## config.mk

```make
export PLATFORM = sky130hd
export DESIGN_NAME = load_store_unit
export DESIGN_NICKNAME = d
export VERILOG_FILES = /design/src/rtl/load_store_unit.sv
export SDC_FILE = /design/constraint.sdc
export NUM_CORES = 1
export LEC_CHECK = 0
export BUFFER_PORTS_ARGS = -buffer_cell sky130_fd_sc_hd__buf_2
export CORE_MARGIN = 5
export CORE_UTILIZATION = 45
export CTS_CLUSTER_DIAMETER = 40
export DETAILED_ROUTE_END_ITERATION = 6
export HOLD_SLACK_MARGIN = 0.06
export PLACE_DENSITY = 0.66
export REMOVE_ABC_BUFFERS = 1
export SLEW_MARGIN = 20
export SYNTH_ARGS = -nofsm -noshare
export SYNTH_HDL_FRONTEND = slang
export SYNTH_SLANG_ARGS = --single-unit
```

## constraint.sdc

```tcl
create_clock -name CLK -period 10 [get_ports CLK]
set_input_delay 1 -clock CLK [delete_from_list [all_inputs] [get_ports CLK]]
set_output_delay 1 -clock CLK [all_outputs]
set_load 0.01 [all_outputs]
```

## src/rtl/load_store_unit.sv

```systemverilog
// MEM-stage load/store initiator: word-aligned memory accesses with byte enables,
// load extension and store lane alignment. Define MISALIGNED_SPLIT_EN to split word-crossing accesses.
module load_store_unit #(
   parameter int unsigned ADDR_W = 32,
   parameter int unsigned DATA_W = 32
) (
   input  logic              CLK,
   input  logic              RESET_N,
   input  logic              REQ_VALID,
   output logic              REQ_READY,
   input  logic              REQ_WRITE,
   input  logic [2:0]        REQ_FUNC3,
   input  logic [ADDR_W-1:0] REQ_ADDR,
   input  logic [DATA_W-1:0] REQ_WDATA,
   output logic              RESP_VALID,
   output logic [DATA_W-1:0] RESP_RDATA,
   output logic              RESP_FAULT,
   output logic [ADDR_W-1:0] MEM_ADDRESS,
   output logic [DATA_W-1:0] MEM_WRITE_DATA,
   output logic [3:0]        MEM_BYTE_EN,
   output logic              MEM_WRITE,
   output logic              MEM_READ,
   input  logic [DATA_W-1:0] MEM_READ_DATA,
   input  logic              MEM_READY
);

   localparam logic [1:0] IDLE   = 2'd0;
   localparam logic [1:0] ACC_LO = 2'd1;
   localparam logic [1:0] ACC_HI = 2'd2;
   localparam logic [1:0] RESP   = 2'd3;

   logic [1:0]          state_q, state_d;
   logic                write_q, write_d;
   logic [2:0]          func3_q, func3_d;
   logic [1:0]          off_q, off_d;
   logic [ADDR_W-1:0]   word_q, word_d;
   logic [7:0]          mask_q, mask_d;
   logic [2*DATA_W-1:0] data_q, data_d;
   logic [DATA_W-1:0]   lo_q, lo_d;

   logic                req_ready_q, req_ready_d;
   logic                resp_valid_q, resp_valid_d;
   logic                resp_fault_q, resp_fault_d;
   logic [DATA_W-1:0]   resp_rdata_q, resp_rdata_d;
   logic [ADDR_W-1:0]   mem_addr_q, mem_addr_d;
   logic [DATA_W-1:0]   mem_wdata_q, mem_wdata_d;
   logic [3:0]          mem_be_q, mem_be_d;
   logic                mem_write_q, mem_write_d;
   logic                mem_read_q, mem_read_d;

   logic [3:0]          base_mask;
   logic [7:0]          lane_mask;
   logic [2*DATA_W-1:0] lane_data;
   logic                legal;
   logic                req_fault;

   // Shift the two captured words down to the addressed byte, then extend per funct3
   function automatic logic [DATA_W-1:0] fmt(input logic [2*DATA_W-1:0] raw,
                                              input logic [1:0] off,
                                              input logic [2:0] f3);
      logic [DATA_W-1:0] sh;
      sh = DATA_W'(raw >> {off, 3'b000});
      case (f3)
         3'b000:  fmt = {{24{sh[7]}}, sh[7:0]};
         3'b001:  fmt = {{16{sh[15]}}, sh[15:0]};
         3'b010:  fmt = sh;
         3'b100:  fmt = {24'd0, sh[7:0]};
         3'b101:  fmt = {16'd0, sh[15:0]};
         default: fmt = '0;
      endcase
   endfunction

   // Request decode: legality, lane mask and lane-aligned store data
   always_comb begin
      case (REQ_FUNC3[1:0])
         2'b00:   base_mask = 4'b0001;
         2'b01:   base_mask = 4'b0011;
         2'b10:   base_mask = 4'b1111;
         default: base_mask = 4'b0000;
      endcase
      lane_mask = {4'b0000, base_mask} << REQ_ADDR[1:0];
      lane_data = {{DATA_W{1'b0}}, REQ_WDATA} << {REQ_ADDR[1:0], 3'b000};
      legal     = REQ_WRITE ? (REQ_FUNC3 <= 3'd2)
                            : ((REQ_FUNC3 <= 3'd2) || (REQ_FUNC3 == 3'd4) || (REQ_FUNC3 == 3'd5));
`ifdef MISALIGNED_SPLIT_EN
      req_fault = !legal;
`else
      req_fault = !legal
                  || ((REQ_FUNC3[1:0] == 2'b01) && REQ_ADDR[0])
                  || ((REQ_FUNC3[1:0] == 2'b10) && (REQ_ADDR[1:0] != 2'b00));
`endif
   end

   always_comb begin
      state_d      = state_q;
      write_d      = write_q;
      func3_d      = func3_q;
      off_d        = off_q;
      word_d       = word_q;
      mask_d       = mask_q;
      data_d       = data_q;
      lo_d         = lo_q;
      req_ready_d  = 1'b0;
      resp_valid_d = 1'b0;
      resp_fault_d = 1'b0;
      resp_rdata_d = '0;
      mem_addr_d   = '0;
      mem_wdata_d  = '0;
      mem_be_d     = 4'b0000;
      mem_write_d  = 1'b0;
      mem_read_d   = 1'b0;

      case (state_q)
         IDLE: begin
            if (REQ_VALID) begin
               write_d = REQ_WRITE;
               func3_d = REQ_FUNC3;
               off_d   = REQ_ADDR[1:0];
               word_d  = {REQ_ADDR[ADDR_W-1:2], 2'b00};
               mask_d  = lane_mask;
               data_d  = lane_data;
               if (req_fault) begin
                  state_d      = RESP;
                  resp_valid_d = 1'b1;
                  resp_fault_d = 1'b1;
               end else begin
                  state_d = ACC_LO;
               end
            end
         end
         ACC_LO: begin
            if (MEM_READY) begin
               lo_d = MEM_READ_DATA;
               // Only reachable for crossing accesses, which exist only in the split build
               if (|mask_q[7:4]) begin
                  state_d = ACC_HI;
               end else begin
                  state_d      = RESP;
                  resp_valid_d = 1'b1;
                  if (!write_q) resp_rdata_d = fmt({{DATA_W{1'b0}}, MEM_READ_DATA}, off_q, func3_q);
               end
            end
         end
         ACC_HI: begin
            if (MEM_READY) begin
               state_d      = RESP;
               resp_valid_d = 1'b1;
               if (!write_q) resp_rdata_d = fmt({MEM_READ_DATA, lo_q}, off_q, func3_q);
            end
         end
         RESP:    state_d = IDLE;
         default: state_d = IDLE;
      endcase

      // Memory-side outputs follow the state being entered so they register with it
      if (state_d == ACC_LO) begin
         mem_addr_d  = word_d;
         mem_be_d    = mask_d[3:0];
         mem_wdata_d = data_d[DATA_W-1:0];
         mem_write_d = write_d;
         mem_read_d  = !write_d;
      end else if (state_d == ACC_HI) begin
         mem_addr_d  = word_d + ADDR_W'(4);
         mem_be_d    = mask_d[7:4];
         mem_wdata_d = data_d[2*DATA_W-1:DATA_W];
         mem_write_d = write_d;
         mem_read_d  = !write_d;
      end
      req_ready_d = (state_d == IDLE);
   end

   always_ff @(posedge CLK or negedge RESET_N) begin
      if (!RESET_N) begin
         state_q      <= IDLE;
         write_q      <= 1'b0;
         func3_q      <= 3'b000;
         off_q        <= 2'b00;
         word_q       <= '0;
         mask_q       <= 8'h00;
         data_q       <= '0;
         lo_q         <= '0;
         req_ready_q  <= 1'b1;
         resp_valid_q <= 1'b0;
         resp_fault_q <= 1'b0;
         resp_rdata_q <= '0;
         mem_addr_q   <= '0;
         mem_wdata_q  <= '0;
         mem_be_q     <= 4'b0000;
         mem_write_q  <= 1'b0;
         mem_read_q   <= 1'b0;
      end else begin
         state_q      <= state_d;
         write_q      <= write_d;
         func3_q      <= func3_d;
         off_q        <= off_d;
         word_q       <= word_d;
         mask_q       <= mask_d;
         data_q       <= data_d;
         lo_q         <= lo_d;
         req_ready_q  <= req_ready_d;
         resp_valid_q <= resp_valid_d;
         resp_fault_q <= resp_fault_d;
         resp_rdata_q <= resp_rdata_d;
         mem_addr_q   <= mem_addr_d;
         mem_wdata_q  <= mem_wdata_d;
         mem_be_q     <= mem_be_d;
         mem_write_q  <= mem_write_d;
         mem_read_q   <= mem_read_d;
      end
   end

   assign REQ_READY      = req_ready_q;
   assign RESP_VALID     = resp_valid_q;
   assign RESP_FAULT     = resp_fault_q;
   assign RESP_RDATA     = resp_rdata_q;
   assign MEM_ADDRESS    = mem_addr_q;
   assign MEM_WRITE_DATA = mem_wdata_q;
   assign MEM_BYTE_EN    = mem_be_q;
   assign MEM_WRITE      = mem_write_q;
   assign MEM_READ       = mem_read_q;

endmodule

```

# == Yosys cells after proc, flatten, opt, wreduce, memory -nomap -nowiden ==
# Cells that the tools add are included.
# totals
register_bits,249
latchBits,0
ramBits,0
mem_bits_ro,0
inputBits,104
word_cells,93
mem_count,0
# classes
add_sub_neg,1
multipliers,0
n_div,0
n_lt_le_gt_ge,1
n_eq_ne,13
shift,4
n_mux,41
bitwise,0
n_reduce_logical,16
# ops
op,count
two-way mux 32 bit,11
case mux 32 bit (5 select lines),2
two-way mux 64 bit,2
case mux 32 bit (2 select lines),1
left shift 32 x 5 -> 64 bit,1
>> shifter 64 x 5 -> 32 bit,1
"adder 32 x 3 -> 32 bit, second input constant",1
>> shifter 32 x 5 -> 32 bit,1
two-way mux 8 bit,2
two-way mux 1 bit,14
"== test 3 bit, second input constant",4
case mux 4 bit (3 select lines),1
"== test 2 bit, second input constant",4
two-way mux 2 bit,4
two-way mux 4 bit,2
case mux 2 bit (4 select lines),1
left shift 4 x 2 -> 8 bit,1
"== test 2 x 1 -> 1 bit, second input constant",3
zero test 2 bit,3
logical OR 1 bit,4
AND reduction 2 bit,2
OR reduction 4 bit,1
"== test 3 x 1 -> 1 bit, second input constant",1
"== test 3 x 2 -> 1 bit, second input constant",1
6 further kinds,8

# == Longest topological paths before layout ==
# logic_depth
word_depth,13
ltp_mapped,17
ltp_nobuf,10

# == Least setup slack after synthesis ==
# No wires, ideal clock.
# synth_timing
kind,input to register
start,in REQ_VALID
end,reg mem_addr_q[28] (netlist: MEM_ADDRESS[28])
arrival_time_ns,3.806
required_time_ns,9.923
slack_ns,6.117
stages,16
cell_sequence,buf_6 -> and2_4 -> buf_6 -> buf_6 -> buf_2 -> buf_2 -> buf_2 -> buf_2 -> nand2_1 -> nand2_1 -> ha_1 -> nand4_1 -> or2_1 -> buf_6 -> or3_1 -> a21oi_1
# synth_between
elab_chain_cells,5
word_cells_on_any_way,9
# synth_rtl
element,line_no,rtl
"start, declared",9,"input logic REQ_VALID,"
two-way mux 32 bit,115,if (REQ_VALID) begin
two-way mux 32 bit,113,case (state_q)
named net word_d[3],36,"logic [ADDR_W-1:0] word_q, word_d;"
adder 32 x 3 -> 32 bit,163,mem_addr_d = word_d + ADDR_W'(4);
two-way mux 32 bit,162,end else if (state_d == ACC_HI) begin
two-way mux 32 bit,156,if (state_d == ACC_LO) begin
named net mem_addr_d[28],45,"logic [ADDR_W-1:0] mem_addr_q, mem_addr_d;"
"end signal, assigned",204,mem_addr_q <= mem_addr_d;
"end, declared",45,
# The timed path passes the listed nets, and every way through them passes these cells.
# A chain may end at the register's enable or synchronous reset.

# == Worst setup path in the final report ==
# layout_timing
start,reg state_q[0]
end,reg mem_addr_q[22] (netlist: MEM_ADDRESS[22])
# layout_between
elab_chain_cells,5
word_cells_on_any_way,14
# layout_rtl
element,line_no,rtl
"start, declared",32,"logic [1:0] state_q, state_d;"
"start signal, assigned",192,state_q <= state_d;
zero test 2 bit,113,
two-way mux 32 bit,113,
named net word_d[2],36,
adder 32 x 3 -> 32 bit,163,
two-way mux 32 bit,162,
two-way mux 32 bit,156,
named net mem_addr_d[22],45,
# The timed path passes the listed nets, and every way through them passes these cells.

==> impl_metrics.toml <==
[min_path]
holdCritStartpoint = "data_q[61]"
min_to = "data_q[61]"
hold-path-cell-count = 1
worstHoldPathType = "reg -> reg"

[detailed_routing]
firstDrtPassIters = 7
dr_total_vias = 9751
drc = 2
drt_iter0_markers = 807
ant_nets = 0
post_drt_wl_per_cell_microns = 19.6
via_per_inst = 5.74
drt_wl_total_mm = 33.3

[global_route]
antenna_found_initial = 0
grt_pass1_wl_mm = 53.8
grt_remaining_overflow = 0
grt.met1_usage_pct = 30.3
gr-usage-met2_pct = 33.3
grt_most_used_layer = "met2"
grt_use_total_pct = 21.6
grt_start_max_net_pins = 108
use_met3_pct = 4.86
grt_pass1_vias = 10066

[yosys]
synth_common_cells = "dfrtp_1, nand2_1, o21ai_0"
synth_edf_count = 0
synth_most_common_cell = "dfrtp_1"
yosys_warnings = 0
synth_area_leaders = "dfrtp_1, mux2_2, mux2i_1"
synth_top_cell_by_area = "dfrtp_1"
syn_inst = 1144
synth-main-ff-cell = "dfrtp_1"
async_flop_share_pct = 100
ys_types = 62
avgSynthCellArea_sq_um = 10.5
yosysTopAreaCellShare_pct = 51.6
synth.ff_latch_count = 249
synthesis.area_sq_um = 12000
yosysSeqAreaShare_pct = 51.8

[sta]
worst_slack_ns = 5.93
fin_setup_tns_ns = 0
max_freq_mhz = 246
setup_viol = 0
worst_pin_slew_ns = 1.15
rsz0062_at_grt = "no"
post-route-min-period_ns = 4.07
finalCritPeriodShare_pct = 40.7
hold_viol_final = 0
clock_skew_ns = 0.0286
relSlewSlack_pct = 22.6
slew_viol_final = 0

[floorplanning]
die-area_sq_um = 30100
die_w_microns = 174
io_pins = 209
start_util_pct = 45.9
core_sq_um = 26200
dieHeight_microns = 174
rows = 59

[layout]
drive_gt1_share_pct = 27.7
instances_no_fill = 1698
syn_to_final_growth_pct = 22.6
nets = 1444

[clocking]
cts_root_buf = "clkbuf_16"
clock_path_buffers = 3
cts_htree_levels = 2
postCtsHoldBufs = 0
cts.sinks = 249
clk_pin_slew_ns = 0.06
cts_setup_buffers = 0
cts_resized = 0
cts_tree = "yes"
clk-insertion-delay-late_ns = 0.53
numCtsBuffers = 41

[critical_path]
cp.depth = 9
ff2ff_setup_slack_ns = 5.93
crit_slowest_cell = "and2_4"
r2r-start = "state_q[0]"
crit_buf_inv = 1
critical_path.top_delay_family = "simple AND/OR/NAND/NOR gates"
cpPeakStageDelay_ns = 0.79
path_class = "reg -> reg"
r2r_cells = 9
startpoint_type = "flop"
regToRegEndpoint = "MEM_ADDRESS[22]"
worstPathArrival_ns = 4.52
timing.critical_path.mode_cell = "ha_1"
path_cells = "inv_1 > ha_1 > and2_4 > mux2_2 > ha_1 > nand4_1 > or2_1 > or4_1 > nand3_1"
endpoint_kind = "flop"
required_ns = 10.46
crit_path_max_fanout = 62

[placed_design]
dpl_worst_slack_ns = 5.81
hpwl_mm = 21.4
dpl.cell_count = 1620
port_buffers = 208
gp_congestion = 0.859

[pwr]
p_per_area_nw_per_um2 = 340
ir_worst_vdd_uv = 221
p_leak_nw = 6.99

[run_status]
status = "complete, but fails checks"
violations = "DRC"

[job]
drv_cap = 0
[routing by layer]
| layer | up-vias | part of all wire, % |
|---|---|---|
| li1 | 4541 | - |
| met1 | 4746 | 43 |
| met5 | - | 0 |
| met3 | 67 | 7.5 |
| met4 | 0 | 3.0 |
| met2 | 397 | 46 |
[per-stage QoR]
stage / hold WS [ns] / util (%) / power, W / cell area [sq um]
after floorplan: 0.442 / - / 0.00290 / 11700
after global placement: 0.465 / 50.6 / 0.00348 / 13300
after detailed placement: 0.461 / 50.6 / 0.00352 / 13300
after CTS: 0.482 / 56.2 / 0.00505 / 14700
after global routing: 0.497 / 56.3 / 0.00535 / 14700
final: 0.478 / 56.3 / 0.00502 / 14700
[layout make-up]
| type | instances | area, sq um |
|---|---|---|
| antenna | 2 | 5.00 |
| clock buffer | 48 | 1090 |
| clock inverter | 28 | 394 |
| fill | 2256 | 11500 |
| inverter | 23 | 86.3 |
| multi-input combinational | 795 | 5380 |
| sequential | 249 | 6230 |
| tap | 335 | 419 |
| timing repair buffer | 218 | 1130 |
[sequential cells by signal, summed over array words and instances (netlist names)]
signal and flops:
word_q 32, MEM_BYTE_EN 4, RESP_FAULT 1, MEM_ADDRESS 32, data_q 64, RESP_VALID 1
REQ_READY 1, state_q 2, MEM_READ 1, off_q 2, MEM_WRITE_DATA 32, RESP_RDATA 32
mask_q 8, lo_q 32, MEM_WRITE 1, write_q 1, func3_q 3
[worst reg2reg max path: stages, from the launching register on]
cell,delay (ns)
dfrtp_1,0.40
inv_1,0.15
ha_1,0.61
and2_4,0.79
mux2_2,0.39
ha_1,0.25
nand4_1,0.31
or2_1,0.49
or4_1,0.52
nand3_1,0.09
[worst max path at each step]
stage,from,endpoint,slack [ns]
floorplan,REQ_VALID,MEM_ADDRESS[22],5.65
global placement,REQ_VALID,MEM_ADDRESS[22],5.91
detailed placement,REQ_VALID,MEM_ADDRESS[22],5.81
CTS,state_q[0],MEM_ADDRESS[22],5.91
global route,state_q[0],MEM_ADDRESS[22],5.64
finish,state_q[0],MEM_ADDRESS[22],5.93
[cell usage in the layout (no fill, tap or decap), types with 9 or more instances in the layout]
cell type / count
dfrtp_1: 246
buf_2: 207
nand2_1: 133
o21ai_0: 74
nor2_1: 71
a21oi_1: 70
a22o_1: 66
mux2i_1: 64
mux2_2: 62
clkbuf_16: 42
inv_1: 22
nor2b_1: 19
a22oi_1: 17
and2_1: 16
nand4_1: 16
a31oi_1: 15
nor3_1: 12
o21a_1: 12
ha_1: 12
nand3_1: 11
nor4_1: 10
buf_4: 9
[report_power, final]
group,leakage (nW),switching (W),internal (W),total (W)
Sequential,3.22,0.000166,0.00138,0.00155
Clock,0.725,0.000518,0.000978,0.00150
Combinational,3.05,0.00121,0.000762,0.00197
Total,6.99,0.00190,0.00312,0.00502
[cell families after synthesis]
family / after synthesis / share of synthesized area, %
buffers and inverters: 100 / 3.58
muxes: 134 / 12.6
xor gates and xnor gates: 1 / 0.0728
AOI/OAI and AO/OA: 318 / 17.7
adders and majority gates: 12 / 1.25
and+or+nand+nor: 330 / 13.0
DFF: 249 / 51.8
(Power assumes the default switching activity.)
